File: config.mk
export PLATFORM = sky130hd
export DESIGN_NAME = seg7_scan_driver
export DESIGN_NICKNAME = d
export VERILOG_FILES = /design/src/rtl/seg7_scan_driver.sv
export SDC_FILE = /design/constraint.sdc
export NUM_CORES = 1
export LEC_CHECK = 0
export BUFFER_PORTS_ARGS = -buffer_cell sky130_fd_sc_hd__clkbuf_2
export CORE_MARGIN = 3
export CORE_UTILIZATION = 56
export CTS_CLUSTER_DIAMETER = 150
export DETAILED_ROUTE_END_ITERATION = 16
export HOLD_SLACK_MARGIN = 0.02
export PLACE_DENSITY = 0.82
export RECOVER_POWER = 100
export SLEW_MARGIN = 20
export SYNTH_ARGS = -nofsm -noshare
export SYNTH_HDL_FRONTEND = slang
export SYNTH_SLANG_ARGS = --single-unit
File: constraint.sdc
create_clock -name clk -period 3.15 [get_ports clk]
set_input_delay 0.1575 -clock clk [delete_from_list [all_inputs] [get_ports clk]]
set_output_delay 0.1575 -clock clk [all_outputs]
set_load 0.05 [all_outputs]
File: src/rtl/seg7_scan_driver.sv
//------------------------------------------------------------------------------
// Module   : seg7_scan_driver
// Purpose  : Latches a 16-bit hex value and scans it onto a 4-digit,
//            common-anode, multiplexed seven-segment display.
// Revision : 1.0 - initial release
//------------------------------------------------------------------------------
`default_nettype none

module seg7_scan_driver #(
  parameter int REFRESH_DIV = 50000,
  parameter int LZ_BLANK    = 1
) (
  input  logic        clk,
  input  logic        reset_n,
  input  logic        load,
  input  logic [15:0] value,
  input  logic [3:0]  dp_en,
  input  logic        enable,
  output logic [3:0]  an,
  output logic [6:0]  seg,
  output logic        dp,
  output logic        frame
);

  localparam int c_CNT_W = (REFRESH_DIV > 1) ? $clog2(REFRESH_DIV) : 1;
  localparam logic [c_CNT_W-1:0] c_CNT_MAX = c_CNT_W'(REFRESH_DIV - 1);
  localparam logic [c_CNT_W-1:0] c_CNT_ONE = c_CNT_W'(1);

  logic [c_CNT_W-1:0] r_cnt;
  logic [1:0]         r_idx;
  logic [15:0]        r_value_q;
  logic [3:0]         r_dp_q;
  logic [3:0]         r_an;
  logic [6:0]         r_seg;
  logic               r_dp;
  logic               r_frame;

  logic [3:0]         w_nibble;
  logic               w_lead_zero;
  logic               w_blank;
  logic               w_wrap;
  logic [6:0]         w_seg;
  logic [3:0]         w_an;
  logic               w_dp;

  assign w_wrap = (r_cnt == c_CNT_MAX);

  always_comb begin
    w_nibble    = r_value_q[3:0];
    w_lead_zero = 1'b0;
    case (r_idx)
      2'd0: begin
        w_nibble    = r_value_q[3:0];
        w_lead_zero = 1'b0;
      end
      2'd1: begin
        w_nibble    = r_value_q[7:4];
        w_lead_zero = ~|r_value_q[15:4];
      end
      2'd2: begin
        w_nibble    = r_value_q[11:8];
        w_lead_zero = ~|r_value_q[15:8];
      end
      default: begin
        w_nibble    = r_value_q[15:12];
        w_lead_zero = ~|r_value_q[15:12];
      end
    endcase
  end

  // Active-low segments, bit order {g,f,e,d,c,b,a}
  always_comb begin
    w_seg = 7'h7F;
    case (w_nibble)
      4'h0: w_seg = 7'h40;
      4'h1: w_seg = 7'h79;
      4'h2: w_seg = 7'h24;
      4'h3: w_seg = 7'h30;
      4'h4: w_seg = 7'h19;
      4'h5: w_seg = 7'h12;
      4'h6: w_seg = 7'h02;
      4'h7: w_seg = 7'h78;
      4'h8: w_seg = 7'h00;
      4'h9: w_seg = 7'h10;
      4'hA: w_seg = 7'h08;
      4'hB: w_seg = 7'h03;
      4'hC: w_seg = 7'h46;
      4'hD: w_seg = 7'h21;
      4'hE: w_seg = 7'h06;
      default: w_seg = 7'h0E;
    endcase
  end

  always_comb begin
    w_blank = !enable || ((LZ_BLANK != 0) && w_lead_zero);
    w_an    = ~(4'b0001 << r_idx);
    w_dp    = ~r_dp_q[r_idx];
    if (w_blank) begin
      w_an = 4'hF;
      w_dp = 1'b1;
    end
  end

  always_ff @(posedge clk) begin
    if (!reset_n) begin
      r_cnt     <= '0;
      r_idx     <= 2'd0;
      r_value_q <= 16'h0000;
      r_dp_q    <= 4'h0;
      r_an      <= 4'hF;
      r_seg     <= 7'h7F;
      r_dp      <= 1'b1;
      r_frame   <= 1'b0;
    end else begin
      if (load) begin
        r_value_q <= value;
        r_dp_q    <= dp_en;
      end
      if (w_wrap) begin
        r_cnt <= '0;
        r_idx <= r_idx + 2'd1;
      end else begin
        r_cnt <= r_cnt + c_CNT_ONE;
      end
      r_frame <= w_wrap && (r_idx == 2'd3);
      r_an    <= w_an;
      r_seg   <= w_blank ? 7'h7F : w_seg;
      r_dp    <= w_dp;
    end
  end

  assign an    = r_an;
  assign seg   = r_seg;
  assign dp    = r_dp;
  assign frame = r_frame;

endmodule

`default_nettype wire

---- Yosys cells after proc, flatten, opt, wreduce, memory -nomap -nowiden ----
Memories as Yosys holds them, arrays and structs flattened. A register that Yosys moved wholly into a read port is not among the register bits.
Index checks and enable logic that the tools add are counted.
storage, ports and cells
  logic and storage cells ................. 35
  input bits .............................. 24
  flip-flop bits (word level) ............. 44
  bits in read-only memories .............. 112
  memories kept ........................... 1
  output and inout port bits .............. 13
cells by class
  shifts and indexed selects .............. 1
  bitwise operators ....................... 3
  equality and inequality tests ........... 4
  add/subtract/negate cells ............... 2
  magnitude comparators ................... 1
  reduce and logical (&&, ||, !) cells .... 12
  multiplexer cells ....................... 4
memories
  name              depth  bits a word  read ports  clocked after memory_dff  wr ports  RTL line  RTL
  (name not given)  16     7            1           1                         0         74        case (w_nibble)
operator list
  kind                   count
  $add 16x1->16 const B  1
  $eq 16x16->1 const B   1
  $pmux 4 s3             1
  $reduce_or 12->1       1
  $reduce_or 8->1        1
  $eq 2x2->1 const B     2
  $logic_not 1->1        4
  $not 4->4              1
  $reduce_or 2->1        2
  $reduce_or 4->1        1
  $shl 1x2->4 const A    1
  $lt 2x3->1 const B     1
  $pmux 1 s3             1
  $add 2x1->2 const B    1
  $bmux 1 s2             1
  $eq 2x1->1 const B     1
  $logic_not 2->1        1
  $not 1->1              2
  $logic_and 1x1->1      1
  $logic_or 1x1->1       1
  $mux 1                 1

---- Longest topological paths before layout ----
Gate-level depths: netlist of run 1.
  depth after elaboration ................. 5
  mapped depth ............................ 10
  mapped depth without buffers ............ 10

---- Worst setup path after synthesis of run 1 ----
No wires, ideal clock.
  path kind ............................... reg2reg
  start ................................... register r_idx[0]
  end ..................................... register r_seg[0] (netlist: seg[0])
  arrival time ............................ 2.067 ns
  slack ................................... 0.955 ns
  buffers on the path ..................... 0
  required time ........................... 3.021 ns
  period minus slack after synthesis ...... 2.195 ns
  cell stages (with the launch flop) ...... 10
  library setup time ...................... 0.129 ns
  cells stage by stage .................... dfxtp_1 -> inv_1 -> ha_1 -> a222oi_1 -> mux2_2 -> inv_1 -> ha_1 -> a211o_1 -> o22ai_1 -> a22oi_2
between the ends
  longest elaborated chain between the ends .. 4
  elaborated cells on any way between the ends .. 7
  those cells by class .................... eq/ne: 2; mux: 2; reduce/logical: 3
RTL lines
  what                                RTL line  RTL
  start, declared                     30        logic [1:0] r_idx;
  start signal, assigned              121       r_idx <= r_idx + 2'd1;
  $eq 2x2->1 (tied with other cells)  51        case (r_idx)
  $pmux 1 s3                          51
  $logic_or 1x1->1                    95        w_blank = !enable || ((LZ_BLANK != 0) && w_lead_zero);
  $reduce_or 2->1 (no source line)    -
  end, declared                       34        logic [6:0] r_seg;
Several ways; a longest one is shown, not always the timed one.
A chain may end at the register's enable or synchronous reset.

---- Worst setup path in the final report of run 1 ----
Same ends and word-level chain as after synthesis.

==> results of run 1 <==
[cell usage after synthesis (all sizes together), types with 3 or more instances]
library cell | number | area [µm²]
xnor2 | 3 | 26.3
a211oi | 4 | 30.0
dfxtp | 51 | 1020
nand2 | 13 | 51.3
and4 | 3 | 26.3
a21oi | 6 | 33.8
and3 | 3 | 18.8
nand4 | 5 | 31.3
nor2 | 16 | 60.1
a222oi | 4 | 40.0
buf | 3 | 23.8
nand3 | 9 | 45.0
mux2i | 23 | 230
ha | 11 | 138
nor2b | 22 | 138
inv | 8 | 30.0
clkbuf | 8 | 40.0
xor2 | 10 | 87.6
o21ai | 3 | 15.0
[worst paths after layout]
kind / to / slack, ns / cells past startpoint
min: r_value_q[5]$_SDFFE_PN0P_ / 0.1 / 3
min reg2reg: r_cnt[0]$_SDFF_PP0_ / 0.48 / 1
max reg2reg: seg[0]$_SDFF_PP1_ / 0.66 / 9
max: seg[0]$_SDFF_PP1_ / 0.66 / 9
[power groups by stage]
stage          clock (W)  sequential (W)  combinational [W]
2_1_floorplan          0        0.000758          0.0000983
3_3_place_gp           0        0.000711           0.000186
3_5_place_dp           0        0.000710           0.000188
4_1_cts         0.000400        0.000695           0.000189
5_1_grt         0.000424        0.000699           0.000200
6_report        0.000396        0.000695           0.000183
[through the flow]
step                cells  total power [W]
CTS                   315          0.00128
detailed placement    307         0.000898
global route          315          0.00132
finish                315          0.00127
global placement      307         0.000897
floorplan             234         0.000856
[routing by layer]
metal  up-vias  share of wire (%)
met5         -                  0
met4         0                1.5
met3         5                6.3
met2        47                 43
met1       798                 49
li1        897                  -
[cell families (layout without fill, tap and decap cells)]
group | Yosys count | after routing | share of synthesized area [%]
AND/OR/NAND/NOR | 83 | 83 | 19.5
flip-flops | 51 | 51 | 43.2
AO/OA/AOI/OAI | 31 | 31 | 11.1
multiplexers | 26 | 26 | 11.6
buffers and inverters | 19 | 52 | 3.97
XOR/XNOR | 13 | 13 | 4.81
adder cells (fa/ha/maj) | 11 | 11 | 5.82
[registers in the layout (all words and copies together) (netlist names)]
name and count:
dp 1, seg 7, r_value_q 16, frame 1
r_dp_q 4, an 4, r_cnt 16, r_idx 2
[worst min-delay path, delay by kind of cell]
family	cells	cell delay [ns]
multiplexers	1	0.05
AND/OR/NAND/NOR	1	0.09
buffers and inverters	1	0.07
[area by class of cell]
type / count / area (µm²)
inverters: 8 / 30.0
well taps: 48 / 60.1
fillers: 334 / 1240
flip-flops and latches: 51 / 1020
repair buffers: 36 / 163
multi-input cells: 164 / 1240
clock inverters: 1 / 8.76
clock buffers: 7 / 86.3
==> flow_summary.ini, run 1 <==
[cts]
cts_tree = built
clock_latency_ns = 0.31
clk_pin_slew_ns = 0.09
h-tree-depth = 2
ctsLongestPathBuffers = 2
cts_setup_buffers = 0
hold_buffers = 0
root_buffer = clkbuf_8
cts_resized = 0
cts_buffers = 5
cts.sinks = 51

[power_and_ir_drop]
p_switching_w = 0.000353
sequentialPowerShare_pct = 54.5
p_int_w = 0.000922
p_leak_nw = 1.08
power_frac_comb_pct = 14.4
swShare_pct = 27.7
peakVddDrop_mv = 0.386
clockPowerShare_pct = 31.1
power_density_nw_per_um2 = 489

[sta]
hold_viol_final = 0
fin_skew_ns = 0.00644
clock.fmax_mhz = 402
fin_tns_setup_ns = 0
max_slew_margin_pct = 8.77
fin_ws_ns = 0.659
min_period_ns = 2.49
rsz0062_at_grt = no
setup_violations = 0
hold_slack_ns = 0.0981
worst_slew_pin_slew_ns = 1.37
post-route-period-util_pct = 79.1
drv_slew = 0

[detailed_routing]
dr_total_vias = 1747
ant_nets = 0
first_pass_iters = 5
drc = 0
avgViaCountPerCell = 5.55
drt_wl_total_mm = 4.41
wl_per_cell_um = 14.0
drtIter0Drc = 142

[grt]
grt_pass1_vias = 1614
busiest_layer = met2
antenna_found_initial = 0
use_met1_pct = 26.9
grt_first_pass_wirelength_mm = 7.71
grt_use_total_pct = 19.1
grt_use_met2_pct = 27.3
met3_usage_pct = 6.39
grt_overflow_total = 0
grt_max_degree = 28

[critical_path]
slowest_delay_ns = 0.47
crit_type = reg2reg
r2r_start = r_idx[0]$_SDFFE_PN0P_
crit_chain = inv_1, ha_1, a222oi_1, mux2_1, inv_1, ha_1, a211o_1, o22ai_1, a22oi_2
worstSetupStartpointType = flip-flop
slowest_stage = dfxtp_1
crit_required_ns = 3.33
worstPathMaxFanout = 6
path_buf_inv = 2
worstPathArrival_ns = 2.68
critPathLaunch = r_idx[0]$_SDFFE_PN0P_
worst_setup_path_end_kind = flip-flop
critPathTopFamily = compound AO/OA/AOI/OAI gates

[yosys]
synth-edff-count = 0
synth_cell_types = 49
synth.avg_cell_area_um2 = 10.1
syn_area_um2 = 2360
synthCells = 234
synth_ff_type = dfxtp_1
ys.warnings.count = 0
synth-seq-cells = 51
ys_seq_area_share_pct = 43.2
async_flop_share_pct = 0
synth_nets = 269

[floorplan]
core_um2 = 3850
die_h_um = 71.0
fp-row-count = 22
pin_count = 37
start_util_pct = 61.4
die_w_um = 71.0
die_area_um2 = 5040

[layout]
nets = 301
utilization_pct = 67.7
final_area_um2 = 2610
mostFrequentLayoutCell = dfxtp_1
drive_gt1_share_pct = 15.0
antenna_cells = 0
final_cell_mix = dfxtp_1 (51), mux2i_1 (23), nor2b_1 (22), clkbuf_2 (22), nor2_1 (16)
area_delta_synth_final_pct = 10.3

[placed_design]
portBuffers = 36
gp_congestion = 0.900
post-place-ws_ns = 0.713
dp_hpwl_mm = 3.20
dpl_cell_area_um2 = 2540

[job]
maxCapViolCount = 0

[hold_path]
hp-class = in2reg
worstHoldStart = value[5]

[run_status]
outcome = completed
Power figures use the tool's default switching activity.
==> run 2: changes to the inputs <==
clock period = 2.3 ns   (was 3.15 ns; I/O delays follow)
==> flow_summary.ini, run 2 (synthesis gave the netlist of run 1 again) <==
[detailed_routing]
drt_wl_total_mm = 4.75
first_pass_iters = 7
drtIter0Drc = 174
dr_total_vias = 1825
ant_nets = 0
wl_per_cell_um = 14.6
avgViaCountPerCell = 5.60
drc = 0

[floorplan]
fp-row-count = 22
die_h_um = 71.0
start_util_pct = 61.4
die_area_um2 = 5040
core_um2 = 3850
pin_count = 37
die_w_um = 71.0

[sta]
max_slew_margin_pct = 8.73
setup_violations = 0
fin_ws_ns = 0.125
min_period_ns = 2.18
clock.fmax_mhz = 460
drv_slew = 0
fin_tns_setup_ns = 0
post-route-period-util_pct = 94.6
worst_slew_pin_slew_ns = 1.37
fin_skew_ns = 0.0104
hold_viol_final = 0
rsz0062_at_grt = no

[critical_path]
critPathTopFamily = compound AO/OA/AOI/OAI gates
worstRegToRegCells = 9
path_depth = 9
slowest_stage = dfxtp_2
slowest_delay_ns = 0.35
worst_setup_path_end_kind = flip-flop
worstSetupStartpointType = flip-flop
worstPathMaxFanout = 6
crit_chain = inv_1, ha_1, a222oi_1, mux2_1, buf_4, ha_1, a211o_2, o22ai_2, a22oi_2
crit_top_cell = ha_1
worstPathArrival_ns = 2.36
crit_required_ns = 2.49
path_buf_inv = 2
crit_type = reg2reg

[layout]
final_cell_mix = dfxtp_1 (49), mux2i_1 (23), nor2b_1 (22), clkbuf_2 (22), clkbuf_1 (17)
multi_input_area_um2 = 1260
nFillCells = 305
area_delta_synth_final_pct = 15.6
mostFrequentLayoutCell = dfxtp_1
nets = 312
drive_gt1_share_pct = 20.1
antenna_cells = 0
seqCellArea_um2 = 1030
finalNonFillerCells = 326
final_area_um2 = 2730

[power_and_ir_drop]
power_density_nw_per_um2 = 680
p_int_w = 0.00138
p_leak_nw = 1.14
sequentialPowerShare_pct = 51.2
swShare_pct = 25.8
peakVddDrop_mv = 0.617
power_frac_comb_pct = 14.5
clockPowerShare_pct = 34.3
p_switching_w = 0.000480

[placed_design]
portBuffers = 36
gp_congestion = 0.917
post-place-ws_ns = 0.0319
dpl_cell_area_um2 = 2620
dp_hpwl_mm = 3.44
dp_cells = 317

[job]
maxCapViolCount = 0

[run_status]
outcome = completed

[cts]
cts_tree = built
clk_pin_slew_ns = 0.09
root_buffer = clkbuf_8
hold_buffers = 0
ctsLongestPathBuffers = 2
h-tree-depth = 2
cts.sinks = 51
clock_latency_ns = 0.31
cts_buffers = 5

[grt]
grt_pass1_vias = 1739
grt_first_pass_wirelength_mm = 8.13
grt_max_degree = 26
grt_use_total_pct = 19.9
antenna_found_initial = 0
grt_overflow_total = 0

[hold_path]
hold_depth = 3
hp-class = in2reg
-- run 2: power groups by stage --
stage	clock network, W	registers, W	logic (W)
2_1_floorplan	0	0.00104	0.000135
3_3_place_gp	0	0.000973	0.000266
3_5_place_dp	0	0.000973	0.000271
4_1_cts	0.000650	0.000953	0.000272
5_1_grt	0.000680	0.000957	0.000293
6_report	0.000637	0.000952	0.000269
-- run 2: final timing paths --
check | from | to | slack (ns)
max | r_idx[0]$_SDFFE_PN0P_ | seg[0]$_SDFF_PP1_ | 0.12
min | dp_en[3] | r_dp_q[3]$_SDFFE_PN0P_ | 0.06
max reg2reg | r_idx[0]$_SDFFE_PN0P_ | seg[0]$_SDFF_PP1_ | 0.12
min reg2reg | r_cnt[0]$_SDFF_PP0_ | r_cnt[0]$_SDFF_PP0_ | 0.49
-- run 2: final cells by class --
class,instances,share of cell area [%]
Tap cell,48,2.20
Timing Repair Buffer,47,8.56
Inverter,8,1.10
Sequential cell,51,37.5
Multi-Input combinational cell,164,46.3
Clock buffer,6,3.02
Clock inverter,2,1.28
-- run 2: timing repair --
action | CTS | global route
resized for setup | 1 | 6
buffers inserted | 0 | 1
pin swaps | 0 | 2
endpoints found under the setup margin | 1 | 4
-- run 2: metrics by stage --
stage	power [W]	util (%)	hold WS, ns
after CTS	0.00188	71.0	0.0597
after global placement	0.00124	67.9	0.372
after floorplan	0.00117	-	0.284
after detailed placement	0.00124	67.9	0.380
final	0.00186	70.9	0.0620
after global routing	0.00193	70.9	0.0782
-- run 2: worst min-delay path, delay by kind of cell --
family / cells / cell delay (ns)
muxes: 1 / 0.05
and+or+nand+nor: 1 / 0.10
buffers and inverters: 1 / 0.07
-- run 2: metal layers --
layer	global-route usage, %	up-vias	wire length [µm]
met5	0	-	0
met1	27.0	852	2240
met3	4.97	7	232
met2	30.8	45	2220
met4	6.68	0	63
li1	-	921	-
==> run 3: changes to the inputs <==
ABC_AREA = 1   (was unset)
CORE_UTILIZATION = 42   (was 56)
PLACE_DENSITY = 0.65   (was 0.82)
SLEW_MARGIN = unset   (was 20)
==> flow_summary.ini, run 3 <==
[grt]
antenna_found_initial = 0
grt_first_pass_wirelength_mm = 9.14
grt_pass1_vias = 2050
grt_use_total_pct = 17.0
grt_overflow_total = 0
grt_max_degree = 26

[yosys]
yosys.area.top_type = dfxtp_1
synthCells = 348
synth_cell_types = 26
synth_ff_type = dfxtp_1
async_flop_share_pct = 0
synth.area.top_cells = dfxtp_1 (42%), nand2_1 (14%), nor2_1 (9.2%)
yosysMostFrequentCell = nand2_1
synth.avg_cell_area_um2 = 6.94
synthTopCellsByCount = nand2_1 (89), nor2_1 (59), dfxtp_1 (51), inv_1 (32), o21ai_0 (25)
synth_top_area_share_pct = 42.3
synth-seq-cells = 51
ys.warnings.count = 0
ys_seq_area_share_pct = 42.3
syn_area_um2 = 2420
synth-edff-count = 0
synth_nets = 383

[critical_path]
worstRegToRegCells = 13
r2r_setup_slack_ns = 0.28
worstPathMaxFanout = 7
crit_required_ns = 2.47
worstPathArrival_ns = 2.19
r2r-end = seg[0]$_SDFF_PP1_
worst_setup_path_end_kind = flip-flop
worstSetupStartpointType = flip-flop
critPathLaunch = r_idx[0]$_SDFFE_PN0P_
r2r_start = r_idx[0]$_SDFFE_PN0P_
crit_type = reg2reg
cp-endpoint = seg[0]$_SDFF_PP1_

[layout]
nets = 421
nFillCells = 580
drive_gt1_share_pct = 10.1
area_delta_synth_final_pct = 13.6
final_cell_mix = nand2_1 (90), nor2_1 (60), dfxtp_1 (51)
antenna_cells = 0
mostFrequentLayoutCell = nand2_1

[floorplan]
die_area_um2 = 6700
start_util_pct = 45.3
pin_count = 37
die_w_um = 81.8
fp-row-count = 26
core_um2 = 5340
die_h_um = 81.8

[detailed_routing]
avgViaCountPerCell = 4.82
drtIter0Drc = 130
drc = 0
wl_per_cell_um = 11.3
ant_nets = 0
drt_wl_total_mm = 5.18
dr_total_vias = 2203
first_pass_iters = 4

[sta]
drv_slew = 0
clock.fmax_mhz = 494
rsz0062_at_grt = no
fin_tns_setup_ns = 0
setup_violations = 0
post-route-period-util_pct = 88.0
worst_slew_pin_slew_ns = 0.685
hold_viol_final = 0
min_period_ns = 2.02
max_slew_margin_pct = 54.3
fin_skew_ns = 0.00758

[cts]
cts_setup_buffers = 0
clk_pin_slew_ns = 0.09
h-tree-depth = 2
cts_resized = 0
cts.sinks = 51
ctsLongestPathBuffers = 2
cts_tree = built
clock_latency_ns = 0.30
root_buffer = clkbuf_8
hold_buffers = 0
cts_buffers = 5

[power_and_ir_drop]
p_total_w = 0.00177
power_density_nw_per_um2 = 646
peakVddDrop_mv = 0.387
p_leak_nw = 1.24

[placed_design]
portBuffers = 36
dp_hpwl_mm = 3.91
gp_congestion = 0.880

[job]
maxCapViolCount = 0

[run_status]
outcome = completed

[hold_path]
hp-class = in2reg
==> run 3: cell count changes after synthesis, moves of 18 or more <==
| cell | change |
|---|---|
| nand2_1 | +77 |
| nor2_1 | +43 |
| inv_1 | +25 |
| mux2i_1 | -23 |
| o21ai_0 | +23 |
| nor2b_1 | -22 |
| a21oi_1 | +18 |
==> run 3: metal layers <==
layer	wire length, µm	vias up	GRT usage (%)
li1	-	1184	-
met1	2660	966	23.6
met2	2190	49	26.9
met3	281	4	4.06
met4	51	0	3.49
met5	0	-	0
==> run 3: worst max-delay path, stage by stage (launching register included) <==
cell	delay (ns)
dfxtp_1	0.42
inv_1	0.14
ha_1	0.30
nand2_1	0.09
nand2_1	0.04
o21ai_1	0.17
inv_1	0.10
ha_1	0.22
inv_1	0.08
nand3_1	0.10
nand3_1	0.11
nand2_1	0.05
inv_1	0.04
nand2_1	0.04
==> run 3: logic make-up after synthesis <==
group | after synthesis | synth area share (%)
buffers and inverters | 42 | 7.20
flip-flops | 51 | 42.3
AND/OR/NAND/NOR | 191 | 33.7
XOR/XNOR | 1 | 0.363
AO/OA/AOI/OAI | 52 | 10.8
adder cells (fa/ha/maj) | 11 | 5.70
==> run 3: stage by stage <==
step | util (%) | worst slack (ns) | hold slack [ns] | cell area [µm²] | std cells
floorplan | - | 0.346 | 0.250 | 2420 | 348
global placement | 49.9 | 0.379 | 0.337 | 2660 | 449
detailed placement | 49.9 | 0.304 | 0.342 | 2660 | 449
CTS | 52.1 | 0.279 | 0.0272 | 2780 | 457
global route | 51.5 | 0.0293 | 0.0279 | 2750 | 457
finish | 51.5 | 0.276 | 0.0381 | 2750 | 457
==> run 3: worst min-delay path by stage <==
stage,startpoint,end,cells after the start
floorplan,dp_en[0],r_dp_q[0]$_SDFFE_PN0P_,2
global placement,value[5],r_value_q[5]$_SDFFE_PN0P_,3
detailed placement,value[9],r_value_q[9]$_SDFFE_PN0P_,3
CTS,value[9],r_value_q[9]$_SDFFE_PN0P_,3
global route,value[9],r_value_q[9]$_SDFFE_PN0P_,3
finish,value[9],r_value_q[9]$_SDFFE_PN0P_,3
==> run 3: report_power, final <==
part	internal (W)	switching, W	leakage [nW]
clock	0.000352	0.000281	0.0612
combinational	0.0000652	0.000132	0.760
sequential	0.000921	0.0000220	0.419
==> run 3: layout make-up <==
| type | count | area, µm² | area share [%] |
|---|---|---|---|
| Clock buffer | 6 | 82.6 | 3.01 |
| Clock inverter | 2 | 35.0 | 1.28 |
| Inverter | 34 | 128 | 4.65 |
| Multi-Input combinational cell | 255 | 1210 | 44.1 |
| Sequential cell | 51 | 1020 | 37.2 |
| Tap cell | 70 | 87.6 | 3.19 |
| Timing Repair Buffer | 39 | 181 | 6.61 |
